## src/rtl/div_sqrt_seq_pkg.sv

```systemverilog
// Shared types and constants for the DivSqrtRecF64 issue/response sequencer.
package div_sqrt_seq_pkg;

  // Width of a recoded IEEE double (hardfloat recFN format).
  localparam int REC_F64_W = 65;
  localparam int FLAGS_W   = 5;
  localparam int DSQ_TAG_W = 6;

  typedef enum logic {
    DSQ_IDLE = 1'b0,
    DSQ_BUSY = 1'b1
  } dsq_state_e;

  typedef struct packed {
    logic [REC_F64_W-1:0] out;
    logic [FLAGS_W-1:0]   flags;
    logic [DSQ_TAG_W-1:0] tag;
  } resp_entry_t;

endpackage

```

## src/rtl/div_sqrt_resp_fifo.sv

```systemverilog
// Small synchronous response FIFO with occupancy count and a flush input.
// The caller never pushes when full and never pops when empty.
module div_sqrt_resp_fifo
  import div_sqrt_seq_pkg::*;
#(
  parameter type entry_t = resp_entry_t,
  parameter int DEPTH = 2,
  localparam int PTR_W = $clog2(DEPTH),
  localparam int CNT_W = PTR_W + 1
) (
  input  logic             clock,
  input  logic             reset,
  input  logic             flush,
  input  logic             push,
  input  entry_t           push_data,
  input  logic             pop,
  output entry_t           head,
  output logic [CNT_W-1:0] count
);

  entry_t           mem [DEPTH];
  logic [PTR_W-1:0] wr_ptr;
  logic [PTR_W-1:0] rd_ptr;

  // Storage is cleared on reset so the head reads as zero out of reset.
  always_ff @(posedge clock or negedge reset) begin
    if (!reset) begin
      for (int i = 0; i < DEPTH; i++) begin
        mem[i] <= '0;
      end
    end else if (push) begin
      mem[wr_ptr] <= push_data;
    end
  end

  // Pointers wrap naturally because DEPTH is a power of two.
  always_ff @(posedge clock or negedge reset) begin
    if (!reset) begin
      wr_ptr <= '0;
      rd_ptr <= '0;
      count  <= '0;
    end else if (flush) begin
      wr_ptr <= '0;
      rd_ptr <= '0;
      count  <= '0;
    end else begin
      if (push) begin
        wr_ptr <= wr_ptr + 1'b1;
      end
      if (pop) begin
        rd_ptr <= rd_ptr + 1'b1;
      end
      if (push && !pop) begin
        count <= count + 1'b1;
      end else if (pop && !push) begin
        count <= count - 1'b1;
      end
    end
  end

  assign head = mem[rd_ptr];

endmodule

```

## src/rtl/div_sqrt_rec_f64_seq.sv

```systemverilog
// Issue/response sequencer around DivSqrtRecF64. Tracks one op in flight and
// captures the unit's non-stallable result into a small response FIFO.
// Control depends only on handshakes and req_sqrt, never on data values.
// Optional flush support: define DIVSQRT_SEQ_KILL_EN to add the kill port.
// Define DIVSQRT_SEQ_ASSERT_EN to flag stray unit out-valid pulses.
module div_sqrt_rec_f64_seq
  import div_sqrt_seq_pkg::*;
#(
  parameter int TAG_W      = 6,
  parameter int FIFO_DEPTH = 2
) (
  input  logic                 clock,
  input  logic                 reset,
  input  logic                 req_valid,
  output logic                 req_ready,
  input  logic                 req_sqrt,
  input  logic [REC_F64_W-1:0] req_a,
  input  logic [REC_F64_W-1:0] req_b,
  input  logic [2:0]           req_rm,
  input  logic [TAG_W-1:0]     req_tag,
  output logic                 du_inValid,
  output logic                 du_sqrtOp,
  output logic [REC_F64_W-1:0] du_a,
  output logic [REC_F64_W-1:0] du_b,
  output logic [2:0]           du_roundingMode,
  input  logic                 du_inReady_div,
  input  logic                 du_inReady_sqrt,
  input  logic                 du_outValid_div,
  input  logic                 du_outValid_sqrt,
  input  logic [REC_F64_W-1:0] du_out,
  input  logic [FLAGS_W-1:0]   du_exceptionFlags,
  output logic                 resp_valid,
  input  logic                 resp_ready,
  output logic [REC_F64_W-1:0] resp_out,
  output logic [FLAGS_W-1:0]   resp_flags,
  output logic [TAG_W-1:0]     resp_tag,
`ifdef DIVSQRT_SEQ_KILL_EN
  input  logic                 kill,
`endif
  output logic                 busy
);

  localparam int CNT_W = $clog2(FIFO_DEPTH) + 1;
  localparam logic [CNT_W-1:0] DEPTH_CNT = CNT_W'(FIFO_DEPTH);

  typedef struct packed {
    logic [REC_F64_W-1:0] out;
    logic [FLAGS_W-1:0]   flags;
    logic [TAG_W-1:0]     tag;
  } entry_t;

  dsq_state_e       state;
  logic             op_sqrt;
  logic [TAG_W-1:0] op_tag;
  logic [CNT_W-1:0] fifo_count;
  entry_t           push_entry;
  entry_t           head_entry;
  logic             can_issue;
  logic             fire;
  logic             done;
  logic             push;
  logic             pop;
  logic             flush;
  logic             drop;

`ifdef DIVSQRT_SEQ_KILL_EN
  logic killed;
  assign flush = kill;
  assign drop  = killed || kill;
`else
  assign flush = 1'b0;
  assign drop  = 1'b0;
`endif

  // A FIFO slot must be free before issue since the unit's result cannot wait.
  assign can_issue  = (state == DSQ_IDLE) && (fifo_count < DEPTH_CNT) && !flush;
  assign du_inValid = req_valid && can_issue;
  assign req_ready  = can_issue && (req_sqrt ? du_inReady_sqrt : du_inReady_div);
  assign fire       = req_valid && req_ready;

  assign du_sqrtOp       = req_sqrt;
  assign du_a            = req_a;
  assign du_b            = req_b;
  assign du_roundingMode = req_rm;

  // Only the pulse of the op in flight counts as completion.
  assign done = (state == DSQ_BUSY) && (op_sqrt ? du_outValid_sqrt : du_outValid_div);
  assign push = done && !drop;
  assign pop  = resp_valid && resp_ready;

  assign push_entry = '{out: du_out, flags: du_exceptionFlags, tag: op_tag};

  // Single-op tracker: IDLE until a request fires, BUSY until its completion pulse.
  always_ff @(posedge clock or negedge reset) begin
    if (!reset) begin
      state   <= DSQ_IDLE;
      op_sqrt <= 1'b0;
      op_tag  <= '0;
`ifdef DIVSQRT_SEQ_KILL_EN
      killed  <= 1'b0;
`endif
    end else begin
      case (state)
        DSQ_IDLE: begin
          if (fire) begin
            state   <= DSQ_BUSY;
            op_sqrt <= req_sqrt;
            op_tag  <= req_tag;
`ifdef DIVSQRT_SEQ_KILL_EN
            killed  <= 1'b0;
`endif
          end
        end
        DSQ_BUSY: begin
`ifdef DIVSQRT_SEQ_KILL_EN
          if (kill) begin
            killed <= 1'b1;
          end
`endif
          if (done) begin
            state <= DSQ_IDLE;
          end
        end
        default: state <= DSQ_IDLE;
      endcase
    end
  end

  div_sqrt_resp_fifo #(
    .entry_t (entry_t),
    .DEPTH   (FIFO_DEPTH)
  ) u_resp_fifo (
    .clock     (clock),
    .reset     (reset),
    .flush     (flush),
    .push      (push),
    .push_data (push_entry),
    .pop       (pop),
    .head      (head_entry),
    .count     (fifo_count)
  );

  assign resp_valid = (fifo_count != '0);
  assign resp_out   = head_entry.out;
  assign resp_flags = head_entry.flags;
  assign resp_tag   = head_entry.tag;
  assign busy       = (state == DSQ_BUSY);

`ifdef DIVSQRT_SEQ_ASSERT_EN
  // Stray out-valid pulses from the unit point to a protocol problem upstream.
  always_ff @(posedge clock) begin
    if (reset) begin
      assert (!((state == DSQ_IDLE) && (du_outValid_div || du_outValid_sqrt)) &&
              !((state == DSQ_BUSY) && (op_sqrt ? du_outValid_div : du_outValid_sqrt)))
        else $error("unexpected unit out-valid pulse");
    end
  end
`endif

endmodule

```

## config.mk

```make
export PLATFORM = sky130hd
export DESIGN_NAME = div_sqrt_rec_f64_seq
export DESIGN_NICKNAME = d
export VERILOG_FILES = /design/src/rtl/div_sqrt_seq_pkg.sv /design/src/rtl/div_sqrt_resp_fifo.sv /design/src/rtl/div_sqrt_rec_f64_seq.sv
export SDC_FILE = /design/constraint.sdc
export NUM_CORES = 1
export LEC_CHECK = 0
export ABC_AREA = 1
export CORE_AREA = 10 10 161 163
export DETAILED_ROUTE_END_ITERATION = 8
export DIE_AREA = 0 0 171 173
export GPL_TIMING_DRIVEN = 0
export PLACE_DENSITY = 0.88
export SYNTH_ARGS = -nofsm -noshare
export SYNTH_HDL_FRONTEND = slang
export SYNTH_SLANG_ARGS = --single-unit
```

## constraint.sdc

```tcl
create_clock -name clock -period 2.5 [get_ports clock]
set_input_delay 0.5 -clock clock [delete_from_list [all_inputs] [get_ports clock]]
set_output_delay 0.5 -clock clock [all_outputs]
set_load 0.01 [all_outputs]
```

==> flow_summary_export.csv <==
group,metric,value,unit
power_and_ir_drop,vdd_drop_max,0.000523,V
synthesis,syn_nets,1345,
timing,slew_headroom,61.8,%
worst_setup_path,startpoint_type,"register",
global_route,first_global_vias,9013,
worst_setup_path,crit_chain,"inv_4 -> buf_4 -> nand2_1 -> nand2_1 -> clkdlybuf4s50_1",
clocking,numCtsBuffers,17,
placed_design,place_inst,1709,
global_route,antenna_found_initial,3,
worst_setup_path,cp_slowest_stage_delay,0.55,ns
synthesis,synth_top_family_by_area,"simple AND/OR/NAND/NOR gates",
synthesis,synthTopCellsByArea,"dfrtp_1 (47%), nand2_1 (24%), buf_4 (12%), nand4_1 (11%), buf_2 (2.5%)",
synthesis,synth-xor-area-share,0.200,%
synthesis,synthCells,1126,
power_and_ir_drop,pwr-share-seq,30.3,%
timing,rsz0062_at_grt,"yes",
clocking,cts_tree,"done",
finish,fin_area,12900,um^2
synthesis,netlist.area_leader.share,46.9,%
worst_setup_path,critPathKind,"register to output port",
worst_setup_path,cp-end-kind,"output port",
synthesis,synth-adder-area-share,0.143,%
synthesis,synth_warnings,0,
worst_setup_path,cp_max_fo,10,
outcome,status,"completed",
clocking,insertion_delay,0.42,ns
synthesis,synth-main-ff-cell,"dfrtp_1",
clocking,clockBufferDepth,2,
global_route,grt_usage,21.0,%
synthesis,synth_top_area_cell,"dfrtp_1",
timing,fin_skew,0.00935,ns
die,std_cell_rows,55,
synthesis,synth_edf_count,0,
power_and_ir_drop,clkPwrFrac,19.4,%
worst_setup_path,cp_data_required_time,2.00,ns
routing,drt_wl_total,32200,um
run,maxCapViolations,0,
routing,ant_nets,0,
die,ioPinCount,432,
power_and_ir_drop,p_sw,0.00619,W
timing,setup_ws,0.0834,ns
die,dieArea,29600,um^2
clocking,hold_buffers,0,
die,core,22600,um^2
routing,wl_per_cell,18.5,um
timing,period_needed,2.42,ns
routing,drtPass1Iterations,5,
synthesis,synthSimpleGateAreaFrac,36.1,%
clocking,cts_sinks,164,
finish,nFillCells,2012,
hold_path,hold_path.class,"input port to async pin",
synthesis,ys_ff_latch,164,
synthesis,yosysSeqAreaShare,46.9,%
finish,n_antenna_cell,0,
synthesis,synthMostInstantiatedCell,"nand2_1",
finish,final_nets,1660,
worst_setup_path,cp_slowest_cell,"clkdlybuf4s50_1",
die,die_w,171,um
synthesis,synthDistinctLibCells,18,
placed_design,hpwl,24500,um
placed_design,placed_area,12100,um^2
worst_setup_path,crit_path_frequent_cell,"nand2_1",
die,die_y,173,um
worst_setup_path,crit_arrival,1.92,ns
routing,drt-initial-drc-count,695,
global_route,grt_start_max_net_pins,92,
power_and_ir_drop,switching_share,41.6,%
finish,drive_gt1_share,16.1,%
synthesis,synth_common_cells,"nand2_1 (563), dfrtp_1 (164), nand4_1 (160)",
timing,hold_ws,0.0301,ns
placed_design,place_ws,-0.0955,ns
finish,stdcell_count,1739,
placed_design,io_buffers,297,
routing,viasPerCell,5.00,
global_route,grt_pass1_wl,49500,um
routing,num_vias,8694,
synthesis,avgSynthCellArea,7.77,um^2
timing,period_share,96.7,%
synthesis,synth_compound_area_share,0,%
timing,worst_slew_pin_slew,0.573,ns
finish,area.growth.synth_to_final,47.2,%
clocking,cts-root-buf,"clkbuf_16",
die,initial_core_util,38.8,%
timing,tns,0,ns
global_route,overflow,0,
clocking,clkTransAtPathRegs,0.07,ns
timing,hold_viol,0,
timing,clock.fmax,0.414,GHz
clocking,htree_levels,4,
timing,drv_slew,0,
routing,drc_errors,0,
placed_design,gp_congestion,0.840,
power_and_ir_drop,powerDensity,1150,nW/um^2
synthesis,synth_area,8750,um^2
synthesis,postSynth.asyncResetShare,100,%
synthesis,yosys-mux-area-fraction,0,%
power_and_ir_drop,p_comb_share,50.3,%
power_and_ir_drop,leakage,6.94,nW
power_and_ir_drop,p_int,0.00870,W
timing,setup_viol,0,
state kept, by name, summed over array words and instances (netlist names):
register	count
u_resp_fifo.mem	152
op_tag	6
u_resp_fifo.count	2
busy	1
op_sqrt	1
u_resp_fifo.rd_ptr	1
u_resp_fifo.wr_ptr	1
worst max-delay path, delay by kind of cell, from the launching register on:
family	cells	cell delay [ns]
AND/OR/NAND/NOR	2	0.16
flip-flops	1	0.47
buffers and inverters	3	0.85
layout make-up:
cell class	count	area, um^2	area share, %
inverters	9	36.3	0.281
plain buffers	218	1500	11.6
repair buffers	298	3050	23.6
multi-input cells	733	3200	24.8
clock inverters	10	170	1.32
clock buffers	22	484	3.76
well taps	285	357	2.77
flip-flops and latches	164	4110	31.8
timing repair:
action	4_1_cts	5_1_grt
setup endpoints to repair	78	56
pin swaps	0	0
gates resized for setup	45	33
buffers inserted	0	0
layer usage:
| layer | wire length, um | global-route usage (%) | vias to the layer above |
|---|---|---|---|
| met5 | 24 | 0 | - |
| met4 | 568 | 6.49 | 4 |
| met3 | 3190 | 7.01 | 41 |
| met2 | 16200 | 36.5 | 407 |
| met1 | 12300 | 23.6 | 4101 |
| li1 | - | - | 4141 |
placed cells by master (no fill, tap or decap), types with 2 or more instances in the layout:
master,Yosys,final
buf_8,0,2
clkdlybuf4s50_1,0,256
buf_1,4,3
nand2_1,563,562
clkbuf_2,0,2
buf_4,144,152
inv_1,7,7
bufinv_16,0,4
buf_6,1,4
nand3_1,3,3
clkinvlp_4,0,2
dlygate4sd2_1,0,16
clkbuf_16,0,17
clkinv_4,0,3
dfrtp_1,164,163
clkbuf_8,0,4
dlymetal6s2s_1,0,24
buf_2,43,34
nand4_1,160,160
clkbuf_1,28,21
per-stage QoR:
step / power, W / utilization, %
floorplan: 0.00842 / -
global placement: 0.0118 / 53.5
detailed placement: 0.0121 / 53.7
CTS: 0.0150 / 56.8
global route: 0.0159 / 57.1
finish: 0.0149 / 57.1
path summary, 6_finish.rpt:
path | start | end | slack [ns] | cells past startpoint
hold / removal | reset | u_resp_fifo.mem[134] | 0.03 | 1
setup / recovery | u_resp_fifo.rd_ptr | resp_tag[0] | 0.08 | 5
max in group asynchronous | reset | u_resp_fifo.mem[14] | 1.62 | 2
setup reg to reg | op_sqrt | u_resp_fifo.count[1] | 0.48 | 12
hold reg to reg | u_resp_fifo.mem[56] | u_resp_fifo.mem[56] | 0.47 | 2
min in group clock | u_resp_fifo.mem[56] | u_resp_fifo.mem[56] | 0.47 | 2
cell families (layout without fill, tap and decap cells):
group                    count (synthesis)  count (layout)
AND/OR/NAND/NOR                        730             730
buffers and inverters                  229             557
adder cells (fa/ha/maj)                  1               1
XOR/XNOR                                 2               2
flip-flops                             164             164
power by group through the flow:
stage	registers (W)	logic, W	clock network (W)
floorplan	0.00434	0.00408	0
global placement	0.00445	0.00738	0
detailed placement	0.00451	0.00756	0
CTS	0.00449	0.00759	0.00294
global route	0.00464	0.00825	0.00304
finish	0.00451	0.00748	0.00289
(Power assumes the default switching activity.)
